===== src/rtl/cdb_pkg.sv =====
// -----------------------------------------------------------------------------
// cdb_pkg
// Shared definitions for the common data bus (CDB): default tag/data widths,
// the tag value driven on an idle CDB port, and the broadcast beat type used
// by the CDB arbiter, the reservation stations and the ROB.
// No ports (package).
// -----------------------------------------------------------------------------
package cdb_pkg;

    localparam int CDB_ROB_W  = 6;
    localparam int CDB_DATA_W = 32;

    // Tag presented on a CDB port that carries no result this cycle.
    localparam logic [CDB_ROB_W-1:0] CDB_INVALID_ROB = 6'b010000;

    // One CDB broadcast as seen by consumers.
    typedef struct packed {
        logic                  iscast;
        logic [CDB_ROB_W-1:0]  rob;
        logic [CDB_DATA_W-1:0] data;
    } cdb_beat_t;

endpackage


===== src/rtl/cdb_arbiter_if.sv =====
// -----------------------------------------------------------------------------
// cdb_arbiter_if
// Bundles the producer handshake and both CDB broadcast ports of cdb_arbiter.
//   master : result producers / bench (drive req_*, observe ready and CDB)
//   slave  : cdb_arbiter (accepts req_*, drives ready, CDB ports, debug ptr)
// Signals:
//   req_valid/req_rob/req_data  per-producer offer, slice i = producer i
//   req_ready                   per-producer accept (combinational)
//   CDBiscast/CDBrobNum/CDBdata       CDB port 1 (registered)
//   CDBiscast2/CDBrobNum2/CDBdata2    CDB port 2 (registered)
//   dbg_rr_ptr                  current rotating-priority pointer
//
// Handshake: a result moves from producer i into its holding slot at the
// rising clock edge where req_valid[i] && req_ready[i]. While req_valid[i] is
// high and req_ready[i] is low the producer keeps req_valid, its tag and its
// data stable. req_ready[i] does not depend on req_valid[i].
// -----------------------------------------------------------------------------
interface cdb_arbiter_if
    import cdb_pkg::*;
#(
    parameter int NUM_REQ = 4,
    parameter int ROB_W   = CDB_ROB_W,
    parameter int DATA_W  = CDB_DATA_W
);
    localparam int PTR_W = $clog2(NUM_REQ);

    logic [NUM_REQ-1:0]        req_valid;
    logic [NUM_REQ*ROB_W-1:0]  req_rob;
    logic [NUM_REQ*DATA_W-1:0] req_data;
    logic [NUM_REQ-1:0]        req_ready;

    logic                      CDBiscast;
    logic [ROB_W-1:0]          CDBrobNum;
    logic [DATA_W-1:0]         CDBdata;
    logic                      CDBiscast2;
    logic [ROB_W-1:0]          CDBrobNum2;
    logic [DATA_W-1:0]         CDBdata2;

    logic [PTR_W-1:0]          dbg_rr_ptr;

    modport master (
        output req_valid, req_rob, req_data,
        input  req_ready,
        input  CDBiscast, CDBrobNum, CDBdata,
        input  CDBiscast2, CDBrobNum2, CDBdata2,
        input  dbg_rr_ptr
    );

    modport slave (
        input  req_valid, req_rob, req_data,
        output req_ready,
        output CDBiscast, CDBrobNum, CDBdata,
        output CDBiscast2, CDBrobNum2, CDBdata2,
        output dbg_rr_ptr
    );
endinterface


===== src/rtl/rr_pick2.sv =====
// -----------------------------------------------------------------------------
// rr_pick2
// Combinational rotating-priority picker. Scans the occupancy vector starting
// at ptr (wrapping modulo N); the first occupied entry is grant 1, the second
// is grant 2. next_ptr is one past the last granted index, or ptr when
// nothing is granted.
// Build option: CDB_DUAL_BUS_EN defined enables the second grant; undefined,
// gnt2/vld2 are constant 0 and next_ptr moves past the single winner.
// Ports:
//   occ      in  N      occupied entries
//   ptr      in  PTR_W  scan start index
//   gnt1     out N      one-hot first grant
//   gnt2     out N      one-hot second grant
//   vld1     out 1      gnt1 is meaningful
//   vld2     out 1      gnt2 is meaningful
//   next_ptr out PTR_W  pointer for the next cycle
// -----------------------------------------------------------------------------
module rr_pick2 #(
    parameter int N     = 4,
    parameter int PTR_W = 2
) (
    input  logic [N-1:0]     occ,
    input  logic [PTR_W-1:0] ptr,
    output logic [N-1:0]     gnt1,
    output logic [N-1:0]     gnt2,
    output logic             vld1,
    output logic             vld2,
    output logic [PTR_W-1:0] next_ptr
);

    always_comb begin
        logic [PTR_W-1:0] idx;
        logic [PTR_W-1:0] idx_next;
        gnt1     = '0;
        gnt2     = '0;
        vld1     = 1'b0;
        vld2     = 1'b0;
        next_ptr = ptr;
        idx      = ptr;
        for (int k = 0; k < N; k++) begin
            // idx walks ptr, ptr+1, ... with an explicit wrap so non-power-of-two
            // N never produces an out-of-range index.
            idx_next = (idx == PTR_W'(N - 1)) ? '0 : idx + 1'b1;
            if (occ[idx]) begin
                if (!vld1) begin
                    gnt1[idx] = 1'b1;
                    vld1      = 1'b1;
                    next_ptr  = idx_next;
                end
`ifdef CDB_DUAL_BUS_EN
                else if (!vld2) begin
                    gnt2[idx] = 1'b1;
                    vld2      = 1'b1;
                    next_ptr  = idx_next;
                end
`endif
            end
            idx = idx_next;
        end
    end

endmodule


===== src/rtl/cdb_arbiter.sv =====
// -----------------------------------------------------------------------------
// cdb_arbiter
// Shares CDB port 1 and port 2 among NUM_REQ result producers. Each producer
// owns a one-entry holding slot filled through a valid/ready handshake; a
// rotating-priority picker broadcasts up to two held results per cycle on
// registered CDB outputs. flush discards every held result and idles the CDB.
// Build option: CDB_DUAL_BUS_EN defined gives two grants per cycle; undefined,
// only port 1 is used and port 2 is tied idle.
// Ports:
//   clock  in   single clock, posedge
//   reset  in   asynchronous, active-low
//   flush  in   synchronous mispredict flush (highest priority)
//   bus    slave modport of cdb_arbiter_if (producer handshake, CDB ports,
//          debug view of the rotating pointer)
// -----------------------------------------------------------------------------
module cdb_arbiter
    import cdb_pkg::*;
#(
    parameter int               NUM_REQ     = 4,
    parameter int               ROB_W       = CDB_ROB_W,
    parameter int               DATA_W      = CDB_DATA_W,
    parameter logic [ROB_W-1:0] INVALID_ROB = ROB_W'(CDB_INVALID_ROB)
) (
    input logic          clock,
    input logic          reset,
    input logic          flush,
    cdb_arbiter_if.slave bus
);

    localparam int PTR_W = $clog2(NUM_REQ);

    logic [NUM_REQ-1:0] slot_vld;
    logic [ROB_W-1:0]   slot_rob  [NUM_REQ];
    logic [DATA_W-1:0]  slot_data [NUM_REQ];
    logic [PTR_W-1:0]   rr_ptr;
    logic [PTR_W-1:0]   next_ptr;

    logic [NUM_REQ-1:0] gnt1, gnt2, gnt_any, accept;
    logic               vld1, vld2;
    logic [ROB_W-1:0]   pick1_rob,  pick2_rob;
    logic [DATA_W-1:0]  pick1_data, pick2_data;

    logic               cdb1_cast;
    logic [ROB_W-1:0]   cdb1_rob;
    logic [DATA_W-1:0]  cdb1_data;

    rr_pick2 #(
        .N     (NUM_REQ),
        .PTR_W (PTR_W)
    ) u_pick (
        .occ      (slot_vld),
        .ptr      (rr_ptr),
        .gnt1     (gnt1),
        .gnt2     (gnt2),
        .vld1     (vld1),
        .vld2     (vld2),
        .next_ptr (next_ptr)
    );

    // A grant vector only counts together with its valid bit.
    assign gnt_any = (vld1 ? gnt1 : '0) | (vld2 ? gnt2 : '0);

    // A slot being drained this cycle can take a new result at the same edge.
    assign bus.req_ready = flush ? '0 : (~slot_vld | gnt_any);
    assign accept        = bus.req_valid & bus.req_ready;
    assign bus.dbg_rr_ptr = rr_ptr;

    // One-hot grant muxes: OR of the selected slot contents.
    always_comb begin
        pick1_rob  = '0;
        pick1_data = '0;
        pick2_rob  = '0;
        pick2_data = '0;
        for (int i = 0; i < NUM_REQ; i++) begin
            if (gnt1[i]) begin
                pick1_rob  = pick1_rob  | slot_rob[i];
                pick1_data = pick1_data | slot_data[i];
            end
            if (gnt2[i]) begin
                pick2_rob  = pick2_rob  | slot_rob[i];
                pick2_data = pick2_data | slot_data[i];
            end
        end
    end

    // Holding slots: refill beats the clear of a granted slot.
    always_ff @(posedge clock or negedge reset) begin
        if (!reset) begin
            slot_vld <= '0;
            for (int i = 0; i < NUM_REQ; i++) begin
                slot_rob[i]  <= '0;
                slot_data[i] <= '0;
            end
        end else if (flush) begin
            slot_vld <= '0;
        end else begin
            for (int i = 0; i < NUM_REQ; i++) begin
                if (accept[i]) begin
                    slot_vld[i]  <= 1'b1;
                    slot_rob[i]  <= bus.req_rob[i*ROB_W +: ROB_W];
                    slot_data[i] <= bus.req_data[i*DATA_W +: DATA_W];
                end else if (gnt_any[i]) begin
                    slot_vld[i]  <= 1'b0;
                end
            end
        end
    end

    // The picker returns the current pointer when nothing is granted, so the
    // pointer only has to be frozen during flush.
    always_ff @(posedge clock or negedge reset) begin
        if (!reset) begin
            rr_ptr <= '0;
        end else if (!flush) begin
            rr_ptr <= next_ptr;
        end
    end

    always_ff @(posedge clock or negedge reset) begin
        if (!reset) begin
            cdb1_cast <= 1'b0;
            cdb1_rob  <= INVALID_ROB;
            cdb1_data <= '0;
        end else if (flush || !vld1) begin
            cdb1_cast <= 1'b0;
            cdb1_rob  <= INVALID_ROB;
            cdb1_data <= '0;
        end else begin
            cdb1_cast <= 1'b1;
            cdb1_rob  <= pick1_rob;
            cdb1_data <= pick1_data;
        end
    end

    assign bus.CDBiscast = cdb1_cast;
    assign bus.CDBrobNum = cdb1_rob;
    assign bus.CDBdata   = cdb1_data;

`ifdef CDB_DUAL_BUS_EN
    logic              cdb2_cast;
    logic [ROB_W-1:0]  cdb2_rob;
    logic [DATA_W-1:0] cdb2_data;

    always_ff @(posedge clock or negedge reset) begin
        if (!reset) begin
            cdb2_cast <= 1'b0;
            cdb2_rob  <= INVALID_ROB;
            cdb2_data <= '0;
        end else if (flush || !vld2) begin
            cdb2_cast <= 1'b0;
            cdb2_rob  <= INVALID_ROB;
            cdb2_data <= '0;
        end else begin
            cdb2_cast <= 1'b1;
            cdb2_rob  <= pick2_rob;
            cdb2_data <= pick2_data;
        end
    end

    assign bus.CDBiscast2 = cdb2_cast;
    assign bus.CDBrobNum2 = cdb2_rob;
    assign bus.CDBdata2   = cdb2_data;
`else
    // Port 2 is permanently idle; its mux result has no consumer.
    logic unused_pick2;
    assign unused_pick2 = ^{pick2_rob, pick2_data};

    assign bus.CDBiscast2 = 1'b0;
    assign bus.CDBrobNum2 = INVALID_ROB;
    assign bus.CDBdata2   = '0;
`endif

endmodule


===== src/flat_wrapper.sv =====
// flat-port wrapper written by rule: the top's interface ports become plain ports
module cdb_arbiter_flat import cdb_pkg::*;
#(
    parameter int               NUM_REQ     = 4,
    parameter int               ROB_W       = CDB_ROB_W,
    parameter int               DATA_W      = CDB_DATA_W,
    parameter logic [ROB_W-1:0] INVALID_ROB = ROB_W'(CDB_INVALID_ROB)
)
  (clock, reset, flush, bus_req_valid, bus_req_rob, bus_req_data, bus_req_ready, bus_CDBiscast, bus_CDBrobNum, bus_CDBdata, bus_CDBiscast2, bus_CDBrobNum2, bus_CDBdata2, bus_dbg_rr_ptr);
  cdb_arbiter_if #(.NUM_REQ(NUM_REQ), .ROB_W(ROB_W), .DATA_W(DATA_W)) bus_i ();
  input logic clock;
  input logic reset;
  input logic flush;
  input wire logic [$bits(bus_i.req_valid)-1:0] bus_req_valid;
  input wire logic [$bits(bus_i.req_rob)-1:0] bus_req_rob;
  input wire logic [$bits(bus_i.req_data)-1:0] bus_req_data;
  output wire logic [$bits(bus_i.req_ready)-1:0] bus_req_ready;
  output wire logic [$bits(bus_i.CDBiscast)-1:0] bus_CDBiscast;
  output wire logic [$bits(bus_i.CDBrobNum)-1:0] bus_CDBrobNum;
  output wire logic [$bits(bus_i.CDBdata)-1:0] bus_CDBdata;
  output wire logic [$bits(bus_i.CDBiscast2)-1:0] bus_CDBiscast2;
  output wire logic [$bits(bus_i.CDBrobNum2)-1:0] bus_CDBrobNum2;
  output wire logic [$bits(bus_i.CDBdata2)-1:0] bus_CDBdata2;
  output wire logic [$bits(bus_i.dbg_rr_ptr)-1:0] bus_dbg_rr_ptr;
  assign bus_i.req_valid = bus_req_valid;
  assign bus_i.req_rob = bus_req_rob;
  assign bus_i.req_data = bus_req_data;
  assign bus_req_ready = bus_i.req_ready;
  assign bus_CDBiscast = bus_i.CDBiscast;
  assign bus_CDBrobNum = bus_i.CDBrobNum;
  assign bus_CDBdata = bus_i.CDBdata;
  assign bus_CDBiscast2 = bus_i.CDBiscast2;
  assign bus_CDBrobNum2 = bus_i.CDBrobNum2;
  assign bus_CDBdata2 = bus_i.CDBdata2;
  assign bus_dbg_rr_ptr = bus_i.dbg_rr_ptr;
  cdb_arbiter #(.NUM_REQ(NUM_REQ), .ROB_W(ROB_W), .DATA_W(DATA_W), .INVALID_ROB(INVALID_ROB)) u_core (.clock(clock), .reset(reset), .flush(flush), .bus(bus_i));
endmodule

===== config.mk =====
export PLATFORM = sky130hd
export DESIGN_NAME = cdb_arbiter_flat
export DESIGN_NICKNAME = d
export VERILOG_FILES = /design/src/rtl/cdb_pkg.sv /design/src/rtl/cdb_arbiter_if.sv /design/src/rtl/rr_pick2.sv /design/src/rtl/cdb_arbiter.sv /design/src/flat_wrapper.sv
export SDC_FILE = /design/constraint.sdc
export NUM_CORES = 1
export LEC_CHECK = 0
export ABC_AREA = 1
export CELL_PAD_IN_SITES_DETAIL_PLACEMENT = 0
export CELL_PAD_IN_SITES_GLOBAL_PLACEMENT = 1
export CORE_MARGIN = 4
export CORE_UTILIZATION = 36
export DETAILED_ROUTE_END_ITERATION = 6
export GPL_ROUTABILITY_DRIVEN = 0
export GPL_TIMING_DRIVEN = 0
export MAX_ROUTING_LAYER = met4
export PLACE_DENSITY_LB_ADDON = 0.2
export SLEW_MARGIN = 20
export SYNTH_ARGS = -nofsm -noshare
export SYNTH_HDL_FRONTEND = slang
export SYNTH_SLANG_ARGS = --single-unit

===== constraint.sdc =====
create_clock -name clock -period 4 [get_ports clock]
set_input_delay 1 -clock clock [delete_from_list [all_inputs] [get_ports clock]]
set_output_delay 1 -clock clock [all_outputs]
set_load 0.01 [all_outputs]

* Word level (Yosys, flattened, before mapping) *
Cells that the tools add are included.

cells by class
  divide/modulo/power cells = 0
  $lt $le $gt $ge = 8
  add/sub/neg operators = 4
  reduce and logical (&&, ||, !) cells = 14
  multiplexer cells = 60
  equality and inequality tests = 4
  bitwise gates (word level) = 13
  shifts and indexed selects = 0
  multiply operators = 0

operators by type and width
  operator                                                                       number
  32-bit 2-to-1 mux                                                              5
  32-bit OR                                                                      3
  4-bit 2-to-1 mux                                                               10
  6-bit 2-to-1 mux                                                               5
  2-bit 2-to-1 mux                                                               11
  1-bit 2-to-1 mux                                                               21
  6-bit OR                                                                       3
  4-bit OR                                                                       4
  2-bit by 3-bit less-than comparator with 1-bit output (second input constant)  4
  3-bit nonzero test                                                             4
  2-bit by 1-bit adder with 2-bit output (second input constant)                 4
  1-bit binary-select mux with 2-bit select                                      4
  1-bit demux with 2-bit select                                                  4
  2-bit == test (second input constant)                                          4
  2-bit by 1-bit >= comparator with 1-bit output (second input constant)         4
  2-bit AND reduction                                                            4
  4-bit AND                                                                      1
  1-bit logical AND                                                              4
  4-bit inverter                                                                 1
  1-bit logical NOT                                                              1
  1-bit logical OR                                                               1
  1-bit inverter                                                                 1

word-level totals
  memory bits (read-only) = 0
  logic and storage cells = 119
  memory bits (writable) = 0
  output and inout port bits = 84
  register bits after elaboration = 197
  memories = 0
  latch bits = 0
  input port bits = 159

* Longest topological paths before layout *
  depth in word-level cells = 23
  depth in mapped cells = 16
  gate-level depth less buffers = 14

* By module *
Synthesis repeated with hierarchy kept, for this count alone.

unflattened totals
  cell total of the unflattened synthesis = 1,198
  area, all modules = 9,616.7 µm²

modules (own cells, without submodules)
  module       cells an instance  area an instance (µm²)  sequential area each (µm²)  instances
  cdb_arbiter  1,085              8,994.9                 4,931.0                     1
  rr_pick2     113                621.8                   0.0                         1

* Worst setup path after synthesis *
OpenSTA, ideal clock, no wires.

  kind = flip-flop to output port
  start point = reg u_core.rr_ptr[0] (netlist: u_core.bus.dbg_rr_ptr[0])
  end point = out bus_req_ready[1]
  data required time = 3.000 ns
  stages on the path, launching flop included = 14
  path slack = 0.761 ns
  path buffers = 1
  arrival time = 2.239 ns
  cells stage by stage = dfrtp_1 -> inv_2 -> ha_1 -> inv_1 -> nand2_1 -> nand2_2 -> nand2_1 -> nand2_2 -> nor2_2 -> nand3_1 -> nand3_2 -> clkbuf_1 -> nand2_1 -> inv_1

between the ends
  longest elaborated chain between the ends = 18
  elaborated cells between the ends (all ways) = 54
  those cells by class = add/sub: 3; order compare: 8; eq/ne: 3; mux: 32; bitwise: 4; reduce/logical: 4

ends and longest elaborated chain
  item                                                                                                            RTL line            RTL
  from (decl)                                                                                                     cdb_arbiter.sv:35   logic [PTR_W-1:0] rr_ptr;
  from (signal assigned)                                                                                          cdb_arbiter.sv:115  rr_ptr <= next_ptr;
  parallel branches: the longest is 15 deep, another holds 2-bit by 3-bit less-than comparator with 1-bit output  -
  4-bit 2-to-1 mux *                                                                                              cdb_arbiter.sv:61   assign gnt_any = (vld1 ? gnt1 : '0) | (vld2 ? gnt2 : '0);
  4-bit OR *                                                                                                      cdb_arbiter.sv:64   assign bus.req_ready = flush ? '0 : (~slot_vld | gnt_any);
  4-bit 2-to-1 mux *                                                                                              cdb_arbiter.sv:64
  to (decl)                                                                                                       flat_wrapper.sv:17  output wire logic [$bits(bus_i.req_ready)-1:0] bus_req_ready;

Every way passes the cells marked *. The select of a mux whose other input is x is not followed.

* Final worst setup path *
  start point = reg u_core.rr_ptr[0] (netlist: u_core.bus.dbg_rr_ptr[0])
  end point = out bus_req_ready[3]

Same word-level chain as after synthesis.

==> results.sh <==
export IMPL_root_buffer="clkbuf_16"
export IMPL_vias_per_cell=4.911
export IMPL_grt_use_total_pct=23.23
export IMPL_grt_pass1_vias=8741
export IMPL_drt_wl_total_mm=33.33
export IMPL_synthCells=1215
export IMPL_dieWidth_um=171.1
export IMPL_setup_viol=0
export IMPL_yosysWarnings=0
export IMPL_drv_slew=0
export IMPL_leakage_nw=6.622
export IMPL_power_density_nw_per_um2=686.9
export IMPL_clk_pin_slew_ps=70
export IMPL_synth_top_cell_by_area="dfrtp_1"
export IMPL_period_minus_slack_ps=3936
export IMPL_post_route_util_pct=49.31
export IMPL_syn_avg_cell_area_um2=7.884
export IMPL_critPathKind="reg -> out"
export IMPL_hp_class="in -> async"
export IMPL_ioPinCount=243
export IMPL_gr_usage_met3_pct=4.367
export IMPL_finClkSkew_ps=16.26
export IMPL_final_nets=1644
export IMPL_layoutNonFillerInstCount=1825
export IMPL_synthFlopType="dfrtp_1"
export IMPL_synth_edff_count=0
export IMPL_core_area_um2=26130
export IMPL_status="finished clean"
export IMPL_cts_tree="yes"
export IMPL_num_antenna_cells=0
export IMPL_slew_headroom_pct=50.90
export IMPL_detailed_place_hpwl_mm=24.48
export IMPL_die_area_um2=29280
export IMPL_antenna_found_initial=0
export IMPL_drt_first_pass_iters=5
export IMPL_htree_levels=4
export IMPL_synth_seq_area_share_pct=51.48
export IMPL_place_inst=1791
export IMPL_synth_cell_types=24
export IMPL_worst_pin_slew_ps=736.5
export IMPL_tns_ps=0
export IMPL_hold_buffers=0
export IMPL_synth_seq_cells=197
export IMPL_finalCritPeriodShare_pct=98.41
export IMPL_rsz0062_at_grt="yes"
export IMPL_cts_buffers=17
export IMPL_synth_area_top_cells="dfrtp_1 (51%), nand2_1 (23%), nand4_1 (10%)"
export IMPL_grt_max_degree=95
export IMPL_arrival_ps=2940
export IMPL_syn_cell_area_um2=9579
export IMPL_end_kind="output pin"
export IMPL_insertion_delay_ps=440
export IMPL_grt_pass1_wl_mm=50.49
export IMPL_layout_drive_gt1_share_pct=10.00
export IMPL_synth_most_common_cell="nand2_1"
export IMPL_num_vias=8963
export IMPL_async_flop_share_pct=100.0
export IMPL_use_met2_pct=34.36
export IMPL_required_ps=3000
export IMPL_yosys_area_top_type_share_pct=51.20
export IMPL_num_rows=59
export IMPL_io_buffers=202
export IMPL_gr_total_overflow=0
export IMPL_maxCapViolCount=0
export IMPL_syn_to_final_growth_pct=34.51
export IMPL_place_worst_setup_slack_ps=-401.0
export IMPL_crit_fanout=9
export IMPL_drtIter0Drc=823
export IMPL_p_total_mw=8.850
export IMPL_ys_top_cells_by_count="nand2_1 (576), dfrtp_1 (196), nand4_1 (153)"
export IMPL_clockBufferDepth=2
export IMPL_final_area_um2=12880
export IMPL_drc=0
export IMPL_grt_busiest_layer="met2"
export IMPL_timing_fmax_ghz=0.2540
export IMPL_wl_per_cell_um=18.26
export IMPL_grtUsageMet1_pct=33.74
export IMPL_initial_utilization_pct=36.66
export IMPL_worstSetupStartpointType="register"
export IMPL_hold_viol_final=0
export IMPL_die_height_um=171.1
export IMPL_setup_ws_ps=63.73
export IMPL_final_antenna_net_count=0
export IMPL_place_area_um2=12220
export IMPL_finalHoldWorstSlack_ps=465.2
export IMPL_cts_sinks=197
export IMPL_irDropWorstVdd_mv=0.3505
==> worst max-delay path, stage by stage (launching register included) <==
cell	delay, ps
dfrtp_2	430
buf_4	180
ha_2	230
inv_1	90
nand2_1	100
nand2_2	90
nand2_2	80
nand2_1	80
nand2_2	100
nor2_4	220
nand3_2	140
nand3_4	130
nand2_1	60
inv_1	60
clkdlybuf4s50_1	530
==> path summary, 6_finish.rpt <==
path | slack (ps) | end | from | depth (start not counted)
setup / recovery | 60 | bus_req_ready[3] | u_core.bus.dbg_rr_ptr[0] | 14
hold / removal | 470 | u_core.bus.CDBdata[28] | reset | 1
setup reg to reg | 990 | u_core.slot_data[56] | u_core.bus.dbg_rr_ptr[0] | 16
min in group clock | 470 | u_core.slot_data[58] | u_core.slot_data[58] | 2
max in group asynchronous | 2700 | u_core.slot_data[43] | reset | 2
hold reg to reg | 470 | u_core.slot_data[58] | u_core.slot_data[58] | 2
==> metal layers <==
metal,vias to the layer above,wire [um]
met5,-,0
met4,0,403
met3,27,2280
met2,325,15110
met1,4232,15530
li1,4379,-
==> flip-flops by register name (all words and copies together) (netlist names) <==
| name | count |
|---|---|
| u_core.bus.CDBiscast | 1 |
| u_core.slot_data | 128 |
| u_core.bus.dbg_rr_ptr | 2 |
| u_core.bus.CDBdata | 32 |
| u_core.slot_rob | 24 |
| u_core.bus.CDBrobNum | 6 |
| u_core.slot_vld | 4 |
==> cell type report <==
| type | instances | area [um^2] |
|---|---|---|
| fill | 2651 | 13250 |
| multi-input combinational | 909 | 4025 |
| clock inverter | 13 | 115.1 |
| buffer | 120 | 734.5 |
| tap | 335 | 419.2 |
| inverter | 21 | 81.33 |
| sequential | 197 | 4933 |
| clock buffer | 18 | 429.2 |
| timing repair buffer | 212 | 2147 |
==> repair_timing <==
| item | CTS | global route |
|---|---|---|
| buffers inserted | 7 | 1 |
| endpoints found under the setup margin | 4 | 4 |
| resized for setup | 9 | 12 |
| pin swaps | 3 | 1 |
==> cells in the final DEF (no fill, tap or decap), drive strengths merged <==
master	count
a21oi	6
clkdlybuf4s50	199
dfrtp	196
dlymetal6s2s	2
clkinvlp	2
nor2	84
conb	39
o211ai	1
inv	28
clkbuf	57
clkinv	4
nand4	154
o22ai	1
nor3	1
dfstp	1
nand3	30
o21ai	5
buf	92
ha	7
nand2	581
==> logic make-up after synthesis <==
logic type      Yosys count  share of synthesized area, %
buf+inv                 146                         8.673
flops                   197                         51.48
simple gates            850                         38.14
compound gates           13                        0.7184
other cells               2                       0.07840
fa+ha+maj                 7                        0.9143
==> power breakdown <==
part / leakage, nW / switching, mW / internal, mW
clock: 0.264 / 0.831 / 0.817
combinational: 3.88 / 2.66 / 1.48
sequential: 2.48 / 0.364 / 2.69
total: 6.62 / 3.86 / 4.99
Power figures use the tool's default switching activity.
